## config.mk

```make
export PLATFORM = sky130hd
export DESIGN_NAME = rom_upload
export DESIGN_NICKNAME = d
export VERILOG_FILES = /design/src/rtl/rom_upload.sv
export SDC_FILE = /design/constraint.sdc
export NUM_CORES = 1
export LEC_CHECK = 0
export ABC_AREA = 1
export CAP_MARGIN = 20
export CORE_ASPECT_RATIO = 0.5
export CORE_MARGIN = 3
export CORE_UTILIZATION = 43
export CTS_BUF_LIST = sky130_fd_sc_hd__clkbuf_16
export DETAILED_ROUTE_END_ITERATION = 12
export MAX_ROUTING_LAYER = met4
export PLACE_DENSITY_LB_ADDON = 0.25
export SYNTH_ARGS = -nofsm -noshare
export SYNTH_HDL_FRONTEND = slang
export SYNTH_SLANG_ARGS = --single-unit
```

## constraint.sdc

```tcl
create_clock -name sys_clk -period 2.6 [get_ports sys_clk]
set_input_delay 0.65 -clock sys_clk [delete_from_list [all_inputs] [get_ports sys_clk]]
set_output_delay 0.65 -clock sys_clk [all_outputs]
set_load 0.1 [all_outputs]
```

## src/rtl/rom_upload.sv

```systemverilog
// Byte read-back streamer: serves HPS ioctl upload reads from a ROM image in SDRAM,
// undoing the optional 64-byte reorder. Define ROM_UPLOAD_CACHE_EN for a one-word read cache.
module rom_upload #(
    parameter logic [24:0] BASE_ADDR   = 25'h0,
    parameter logic [23:0] REGION_SIZE = 24'h100000,
    parameter logic        REORDER_64  = 1'b0
) (
    input  logic        sys_clk,
    input  logic        reset,
    input  logic        ioctl_upload,
    input  logic        ioctl_rd,
    input  logic [24:0] ioctl_addr,
    output logic [7:0]  ioctl_din,
    output logic        ioctl_wait,
    output logic [24:0] sdr_addr,
    output logic        sdr_req,
    input  logic        sdr_rdy,
    input  logic [15:0] sdr_q
);

    typedef enum logic [0:0] {IDLE, READ} state_t;

    state_t      state;
    state_t      state_next;
    logic [24:0] phys;
    logic [24:0] word_addr;
    logic        in_range;
    logic        rd_go;
    logic        cache_hit;
    logic [15:0] hit_word;
    logic        lane;
    logic        do_oor;
    logic        do_hit;
    logic        do_miss;
    logic        do_done;

    assign phys      = REORDER_64 ? {ioctl_addr[24:7], ioctl_addr[5:2], ioctl_addr[6], ioctl_addr[1:0]}
                                  : ioctl_addr;
    assign word_addr = BASE_ADDR + {phys[24:1], 1'b0};
    assign in_range  = ioctl_addr < {1'b0, REGION_SIZE};
    assign rd_go     = ioctl_rd & ioctl_upload;

`ifdef ROM_UPLOAD_CACHE_EN
    logic        upload_q;
    logic        upload_rise;
    logic        cache_valid;
    logic [24:0] cache_tag;
    logic [15:0] cache_data;

    assign upload_rise = ioctl_upload & ~upload_q;
    // A read arriving with the session's rising edge must not see the previous session's word.
    assign cache_hit   = cache_valid & ~upload_rise & (cache_tag == word_addr);
    assign hit_word    = cache_data;

    always_ff @(posedge sys_clk) begin
        if (reset) begin
            upload_q    <= 1'b0;
            cache_valid <= 1'b0;
            cache_tag   <= '0;
            cache_data  <= '0;
        end else begin
            upload_q <= ioctl_upload;
            if (upload_rise) begin
                cache_valid <= 1'b0;
            end else if (do_done) begin
                cache_valid <= 1'b1;
                cache_tag   <= sdr_addr;
                cache_data  <= sdr_q;
            end
        end
    end
`else
    assign cache_hit = 1'b0;
    assign hit_word  = '0;
`endif

    // SDRAM handshake: sdr_req is a level held with a stable sdr_addr from issue until the
    // cycle after the single-cycle sdr_rdy pulse; sdr_rdy outside READ carries no meaning.
    always_comb begin
        state_next = state;
        do_oor     = 1'b0;
        do_hit     = 1'b0;
        do_miss    = 1'b0;
        do_done    = 1'b0;
        case (state)
            IDLE: begin
                if (rd_go) begin
                    if (!in_range) begin
                        do_oor = 1'b1;
                    end else if (cache_hit) begin
                        do_hit = 1'b1;
                    end else begin
                        do_miss    = 1'b1;
                        state_next = READ;
                    end
                end
            end
            READ: begin
                if (sdr_rdy) begin
                    do_done    = 1'b1;
                    state_next = IDLE;
                end
            end
            default: state_next = IDLE;
        endcase
    end

    always_ff @(posedge sys_clk) begin
        if (reset) begin
            state <= IDLE;
        end else begin
            state <= state_next;
        end
    end

    always_ff @(posedge sys_clk) begin
        if (reset) begin
            ioctl_din  <= 8'h00;
            ioctl_wait <= 1'b0;
            sdr_req    <= 1'b0;
            sdr_addr   <= '0;
            lane       <= 1'b0;
        end else begin
            if (do_oor) begin
                ioctl_din <= 8'hFF;
            end
            if (do_hit) begin
                ioctl_din <= phys[0] ? hit_word[15:8] : hit_word[7:0];
            end
            if (do_miss) begin
                sdr_addr   <= word_addr;
                sdr_req    <= 1'b1;
                ioctl_wait <= 1'b1;
                lane       <= phys[0];
            end
            if (do_done) begin
                sdr_req    <= 1'b0;
                ioctl_wait <= 1'b0;
                ioctl_din  <= lane ? sdr_q[15:8] : sdr_q[7:0];
            end
        end
    end

endmodule

```

==> results_dict.tcl, run 1 <==
set metrics [dict create \
    cts_htree_levels 2 \
    power.total_mw 1.36 \
    grt_max_degree 28 \
    switchingPower_mw 0.364 \
    placed_area_sq_um 2360 \
    final_nets 375 \
    rows 15 \
    post-route-period-util 0.708 \
    powerDensity_nw_per_um2 543 \
    routedWlPerCell_um 10.4 \
    p_seq_frac 0.409 \
    via_per_inst 4.39 \
    path_buf_inv 3 \
    dieWidth_um 93.3 \
    rsz0062_at_grt "no" \
    fin_setup_tns_ns 0 \
    fin_cells 381 \
    r2r_cells 7 \
    cts_made_buffers 5 \
    start_kind "input pin" \
    syn-cell-area_sq_um 1640 \
    report.final.slew_viol_count 0 \
    grtUsageTotal 0.177 \
    swShare 0.268 \
    endpoint_kind "flop" \
    crit_fanout 21 \
    hpwlAfterDp_um 2970 \
    io_buffer_count 79 \
    clk_pin_slew_ns 0.05 \
    crit_path_cell_trace "clkdlybuf4s50_1, nand3_2, inv_2, nand2_1, nand3_1, nand2_1, inv_1" \
    critPathKind "input pin to flop" \
    ys_seq_elements 35 \
    grt_pass1_vias 1474 \
    synth_nets 298 \
    synth_top_area_frac 0.427 \
    ys_seq_area_frac 0.427 \
    start_util 0.462 \
    first_iter_violations 28 \
    ios 81 \
    p_leak_nw 1.30 \
    post-cts-setup-buffer-count 0 \
    crit_family "buffers and inverters" \
    hold_viol 0 \
    cts_buffer_depth 2 \
    die_area_sq_um 4640 \
    hold-path-cell-count 2 \
    placedCellCount 373 \
    worstSkewPairLatency_ns 0.27 \
    area_delta_synth_final_pct 52.3 \
    antenna_found_initial 0 \
    holdPathEnd "sdr_addr[23]" \
    crit_top_cell "nand2_1" \
    crit_required_ns 2.82 \
    diodes 0 \
    syn_inst 252 \
    synth_top_area_cell "dfxtp_1" \
    yosys_warnings 0 \
    drive_gt1_frac 0.167 \
    synth.distinct_cells 16 \
    avgSynthCellArea_sq_um 6.51 \
    cts_tree "done" \
    setup_viol_count_final 0 \
    ant_nets 0 \
    hold_start "sdr_addr[23]" \
    final.setup_skew_ns 0.00194 \
    dieHeight_um 49.7 \
    slowest_delay_ns 0.47 \
    vias 1672 \
    postRouteWirelength_um 3970 \
    cts_resized 0 \
    run_status "completed" \
    cap_violations 0 \
    pwr-share-comb 0.183 \
    slowest_stage "clkdlybuf4s50_1" \
    fp.coreArea_sq_um 3550 \
    cts_sinks 35 \
    drc 0 \
    regToRegSetupSlack_ns 1.25 \
    whs_ns 0.443 \
    drtPass1Iterations 4 \
    min_period_ns 1.84 \
    reg2reg_to "ioctl_din[1]" \
    fmax_mhz 543 \
    min_path_type "flop to flop" \
    routabilityCongestion 0.781 \
    arrival_ns 2.06 \
    vdd_ir_drop_max_uv 297 \
    grt-ovfl-total 0 \
    clockPowerShare 0.408 \
    ctsHoldBuffers 0 \
    synth_area_leaders "dfxtp_1, nand2_1, nor2_1" \
    cts.root.buffer_cell "clkbuf_16" \
    p_int_mw 0.994 \
    grt_pass1_wl_um 6330 \
    r2r_start "state" \
    design_area_sq_um 2500 \
]
==> worst max path at each step <==
stage                     slack (ns)  cells after the start            to         start
after floorplan                 0.58                      1       sdr_req       sdr_req
after global placement          0.50                      7  ioctl_din[7]      ioctl_rd
after detailed placement        0.48                      7  ioctl_din[1]      ioctl_rd
after CTS                       0.76                      7  ioctl_din[2]      ioctl_rd
after global routing            0.59                      7  ioctl_din[3]  ioctl_upload
final                           0.76                      7  ioctl_din[1]      ioctl_rd
==> logic make-up after synthesis <==
family                 count (synthesis)  share of synthesized area
buffers and inverters                 63                      0.162
flip-flops                            35                      0.427
other                                  1                    0.00229
AND/OR/NAND/NOR                      153                      0.409
==> worst reg2reg max path, cell delays in order, from the launching register on <==
cell and delay [ns]:
dfxtp_1 0.32, inv_2 0.06, nand3_2 0.12, inv_2 0.31, nand2_1 0.26, nand3_1 0.14, nand2_1 0.06, inv_1 0.04
==> registers in the layout, indices dropped and copies added, names as in the netlist <==
register	count
lane	1
sdr_addr	24
sdr_req	1
state	1
ioctl_din	8
==> power groups by stage <==
stage	Sequential [mW]	Combinational, mW	Clock, mW
6_report	0.555	0.249	0.554
5_1_grt	0.556	0.267	0.597
4_1_cts	0.555	0.250	0.568
3_5_place_dp	0.567	0.249	0
3_3_place_gp	0.566	0.245	0
2_1_floorplan	0.647	0.0698	0
==> placed cells by master (no fill, tap or decap), types with 2 or more instances in the layout <==
master	count
clkdlybuf4s50_1	45
inv_1	45
inv_2	5
nand2_1	61
clkinv_2	3
buf_4	37
nand3_1	36
nor2_4	2
clkbuf_16	5
nor2_1	51
dfxtp_1	35
==> per-stage QoR <==
step | setup slack, ns | utilization
final | 0.760 | 0.704
after global routing | 0.593 | 0.704
after CTS | 0.762 | 0.704
after detailed placement | 0.479 | 0.665
after global placement | 0.498 | 0.665
after floorplan | 0.576 | -
==> synthesized netlist by cell type <==
cell type and n:
nand2_1 61, nor2_8 1, buf_4 2, buf_6 2, dfxtp_1 35, inv_2 5
conb_1 1, inv_1 45, clkbuf_1 3, nand3_2 1, nor2_1 51, buf_2 5
clkinv_1 1, nand3_4 1, nor2_4 2, nand3_1 36
==> layout make-up <==
class | instances | area, sq um
Clock inverter | 3 | 15.0
Fill cell | 298 | 1050
Clock buffer | 5 | 125
Multi-Input combinational cell | 154 | 674
Sequential cell | 35 | 701
Timing Repair Buffer | 82 | 728
Tap cell | 51 | 63.8
Inverter | 51 | 191
==> metal layers <==
metal	wire length (um)	vias to the layer above	global-route usage
met2	1950	56	0.312
met1	1700	729	0.195
met3	304	2	0.0549
met5	0	-	-
met4	15	0	0.0438
li1	-	885	-
No activity file was read; power rests on OpenSTA's default activity.
==> run 2: changes to the inputs <==
Settings changed: CORE_UTILIZATION 43 to 36.
Clock period 2.6 ns to 1.5 ns, I/O delays scaled along.
==> run 2 against run 1 <==
  * Final cell count up 1.6%
  * Sequential cell count unchanged
  * Combinational power up 98%
  * First-iteration DRC count up 57%
  * Clock power up 65%
  * Clock skew up 0.00068 ns
  * Critical path depth up 1
  * Sequential power up 75%
  * Critical endpoint is now sdr_addr[12]
==> results_dict.tcl, run 2 (synthesis gave the netlist of run 1 again) <==
set metrics [dict create \
    arrival_ns 1.54 \
    crit_top_cell "nand2_1" \
    cts_made_buffers 5 \
    slowest_stage "clkdlybuf4s50_1" \
    start_util 0.396 \
    report.final.slew_viol_count 0 \
    ios 81 \
    p_seq_frac 0.409 \
    diodes 0 \
    clockPowerShare 0.384 \
    clk_pin_slew_ns 0.05 \
    final_nets 380 \
    run_status "completed" \
    routabilityCongestion 0.777 \
    fp.coreArea_sq_um 4140 \
    rows 16 \
    rsz0062_at_grt "no" \
    path_buf_inv 2 \
    antenna_found_initial 0 \
    grt-ovfl-total 0 \
    vdd_ir_drop_max_uv 386 \
    reg.largest.list "sdr_addr: 24 flops, ioctl_din: 8 flops" \
    cts_buffer_depth 2 \
    cap_violations 0 \
    postRouteWirelength_um 4370 \
    power.total_mw 2.38 \
    routedWlPerCell_um 11.3 \
    setup_viol_count_final 0 \
    start_kind "input pin" \
    hpwlAfterDp_um 3470 \
    powerDensity_nw_per_um2 797 \
    io_buffer_count 79 \
    dieWidth_um 101 \
    endpoint_kind "flop" \
    crit_fanout 20 \
    hold_start "sdr_addr[20]" \
    hold_viol 0 \
    worstSkewPairLatency_ns 0.27 \
    cts_sinks 35 \
    p_leak_nw 1.43 \
    first_iter_violations 44 \
    grtUsageTotal 0.171 \
    crit_path_cell_trace "clkdlybuf4s50_1, nor2_4, nand2_1, nor2_2, buf_6, nand3_1, nand2_1, nor2_1" \
    fin_cells 387 \
    largest_register_ffs 24 \
    cts.root.buffer_cell "clkbuf_16" \
    r2r_start "lane" \
    ant_nets 0 \
    crit_family "buffers and inverters" \
    mostFrequentLayoutCells "nand2_1, nor2_1, inv_1" \
    grt_pass1_wl_um 7080 \
    min_path_type "flop to flop" \
    fmax_mhz 728 \
    area_delta_synth_final_pct 82.2 \
    cts_htree_levels 2 \
    layout_commonest_cell "nand2_1" \
    vias 1726 \
    pwr-share-comb 0.208 \
    post-route-period-util 0.915 \
    setup_slack_ns 0.127 \
    final.setup_skew_ns 0.00262 \
    top_register "sdr_addr" \
    placedCellCount 381 \
    startpoint "ioctl_addr[23]" \
    grt_max_degree 21 \
    die_area_sq_um 5450 \
    cts_tree "done" \
    grt_pass1_vias 1639 \
    via_per_inst 4.46 \
    drtPass1Iterations 4 \
    critPathKind "input pin to flop" \
    dieHeight_um 53.7 \
    drive_gt1_frac 0.180 \
    crit_required_ns 1.66 \
    swShare 0.259 \
    drc 0 \
    dpl_worst_slack_ns -0.212 \
    slowest_delay_ns 0.44 \
    min_period_ns 1.37 \
    p_int_mw 1.77 \
    switchingPower_mw 0.616 \
]
run 2: cell types whose count changed in the layout (fill, tap and decap cells not counted), sizes merged:
cell / delta
clkinv: -3
buf: +5
inv: +1
run 2: layout make-up:
type,count,area [sq um]
tap,54,67.6
clock buffer,5,125
inverter,51,191
fill,323,1150
sequential,35,702
timing repair buffer,87,1220
multi-input combinational,154,679
clock inverter,1,3.75
run 2: through the flow:
step / cell area [sq um] / setup TNS (ns) / hold WS, ns / utilization
after global routing: 2990 / 0 / 0.498 / 0.721
after floorplan: 1640 / 0 / 0.447 / -
after global placement: 2850 / -3.76 / 0.469 / 0.688
final: 2990 / 0 / 0.477 / 0.721
after detailed placement: 2850 / -5.87 / 0.474 / 0.688
after CTS: 2980 / 0 / 0.482 / 0.719
run 2: power by group through the flow:
stage               clock network [mW]  logic [mW]  registers, mW
detailed placement                   0       0.493          0.993
CTS                              0.936       0.495          0.974
global route                     0.976       0.527          0.975
floorplan                            0       0.121           1.12
finish                           0.914       0.494          0.974
global placement                     0       0.486          0.991
run 2: timing repair:
item / CTS / global route
setup endpoints to repair: 0 / 21
resized for setup: 0 / 3
setup buffers: 0 / 0
endpoints found under the hold margin: 0 / 0
hold buffers: 0 / 0
run 2: layer usage:
metal,GRT usage,wire length [um]
met3,0.0556,264
met5,-,0
met2,0.314,2340
met4,0.0397,27
met1,0.184,1730
run 2: final timing paths:
check,to,slack [ns],cells past startpoint
worst max register to register,ioctl_din[2],0.29,7
worst min-delay path,sdr_addr[20],0.48,2
worst max-delay path,sdr_addr[12],0.13,8
worst min register to register,sdr_addr[20],0.48,2
run 2: worst reg2reg max path, cell delays in order, from the launching register on:
cell	delay, ns
dfxtp_1	0.55
inv_2	0.16
nand2_1	0.09
nand3_1	0.09
nand2_1	0.08
inv_1	0.04
nand2_1	0.07
inv_1	0.04
==> run 3: changes to the inputs <==
Settings changed: PLACE_DENSITY from default to 0.76, PLACE_DENSITY_LB_ADDON 0.25 to default.
==> run 3 against run 2 <==
  * Global-route usage is 0.98 points higher
  * Via count is 2.6% lower
  * First-iteration DRC count is 39% lower
  * Worst setup slack worse by 0.054 ns
  * Sequential share of layout area is 0.31 points lower
  * Final cell count is 0.26% higher
  * Critical path depth stayed put
  * Clock power is 23% higher
==> results_dict.tcl, run 3 (synthesis gave the netlist of run 1 again) <==
set metrics [dict create \
    reg2reg_to "sdr_addr[5]" \
    cts_buffer_depth 2 \
    mostFrequentLayoutCells "nand2_1, nor2_1, inv_1" \
    diodes 0 \
    min_path_type "flop to flop" \
    worstSkewPairLatency_ns 0.27 \
    report.final.slew_viol_count 0 \
    routedWlPerCell_um 11.8 \
    rows 16 \
    cts_sinks 35 \
    layout_commonest_cell "nand2_1" \
    critPathKind "input pin to flop" \
    routabilityCongestion 0.846 \
    run_status "completed" \
    cts_resized 0 \
    ctsHoldBuffers 0 \
    die_area_sq_um 5450 \
    crit_path_cell_trace "clkdlybuf4s50_1, nor2_4, inv_2, nor2_1, buf_6, nand3_1, nand2_1, nor2_1" \
    cts.root.buffer_cell "clkbuf_16" \
    cts_tree "done" \
    placed_area_sq_um 2860 \
    post-cts-setup-buffer-count 0 \
    vias 1681 \
    grtUsageTotal 0.181 \
    top_register "sdr_addr" \
    holdPathEnd "sdr_addr[21]" \
    hpwlAfterDp_um 3520 \
    arrival_ns 1.60 \
    drc 0 \
    min_period_ns 1.43 \
    layout.area.seq_sq_um 702 \
    slowest_delay_ns 0.45 \
    crit_fanout 20 \
    multi_input_area_sq_um 677 \
    largest_register_ffs 24 \
    hold-path-cell-count 2 \
    io_buffer_count 79 \
    dieHeight_um 53.7 \
    rsz0062_at_grt "no" \
    clk_pin_slew_ns 0.05 \
    start_kind "input pin" \
    regToRegSetupSlack_ns 0.34 \
    slowest_stage "clkdlybuf4s50_1" \
    first_iter_violations 27 \
    final.setup_skew_ns 0.00487 \
    area_delta_synth_final_pct 84.7 \
    post-route-period-util 0.951 \
    hold_viol 0 \
    reg.largest.list "sdr_addr: 24 flops, ioctl_din: 8 flops" \
    vdd_ir_drop_max_uv 444 \
    fmax_mhz 701 \
    post-route-util 0.731 \
    ios 81 \
    antenna_found_initial 0 \
    setup_viol_count_final 0 \
    fill_cells 302 \
    fp.coreArea_sq_um 4140 \
    cap_violations 0 \
    cts_htree_levels 2 \
    drtPass1Iterations 4 \
    dieWidth_um 101 \
    grt-ovfl-total 0 \
    grt_max_degree 21 \
    r2r_start "state" \
    endpoint_kind "flop" \
    powerDensity_nw_per_um2 853 \
    p_leak_nw 1.44 \
    start_util 0.396 \
    final_nets 380 \
    via_per_inst 4.33 \
    ant_nets 0 \
    startpoint "ioctl_addr[20]" \
    crit_top_cell "nor2_1" \
    grt_pass1_vias 1684 \
    cts_made_buffers 5 \
    design_area_sq_um 3030 \
    r2r_cells 7 \
    crit_required_ns 1.67 \
    hold_start "sdr_addr[21]" \
    postRouteWirelength_um 4570 \
    drive_gt1_frac 0.180 \
    grt_pass1_wl_um 7410 \
]
==> run 3: layer usage <==
metal  GRT usage  wire length [um]  vias up
met1       0.186              1820      744
met2       0.355              2550       37
li1            -                 -      896
met3      0.0427               175        4
met4      0.0464                33        0
met5           -                 0        -
==> run 3: layout make-up <==
type                       instances  share of cell area
timing repair buffer              87               0.407
sequential                        35               0.232
multi-input combinational        154               0.223
inverter                          51              0.0632
clock buffer                       5              0.0413
tap                               54              0.0223
clock inverter                     2              0.0112
==> run 3: through the flow <==
stage          hold WS [ns]  power, mW  instances  TNS, ns  setup slack [ns]
5_1_grt               0.511       2.69        388        0           0.00923
3_5_place_dp          0.476       1.48        381    -5.52            -0.222
4_1_cts               0.483       2.60        388        0            0.0488
3_3_place_gp          0.472       1.48        381    -3.62            -0.141
6_report              0.481       2.58        388        0            0.0729
2_1_floorplan         0.447       1.24        252        0            0.0929
==> run 3: how the worst max path moves through the flow <==
stage / to / cells after the start
6_report: sdr_addr[5] / 8
5_1_grt: sdr_addr[5] / 8
4_1_cts: sdr_addr[5] / 8
3_5_place_dp: sdr_addr[8] / 8
3_3_place_gp: sdr_addr[13] / 8
2_1_floorplan: sdr_req / 1
==> run 3: worst max-delay path: cells and delay by family <==
kind,cells,cell delay (ns)
buffers and inverters,3,0.70
and+or+nand+nor,5,0.51
==> run 3: power by group <==
part	switching (mW)	internal, mW	total (mW)	leakage, nW
clock network	0.350	0.767	1.12	0.0811
registers	0.0216	0.952	0.973	0.284
logic	0.269	0.225	0.493	1.08
total	0.640	1.94	2.58	1.44
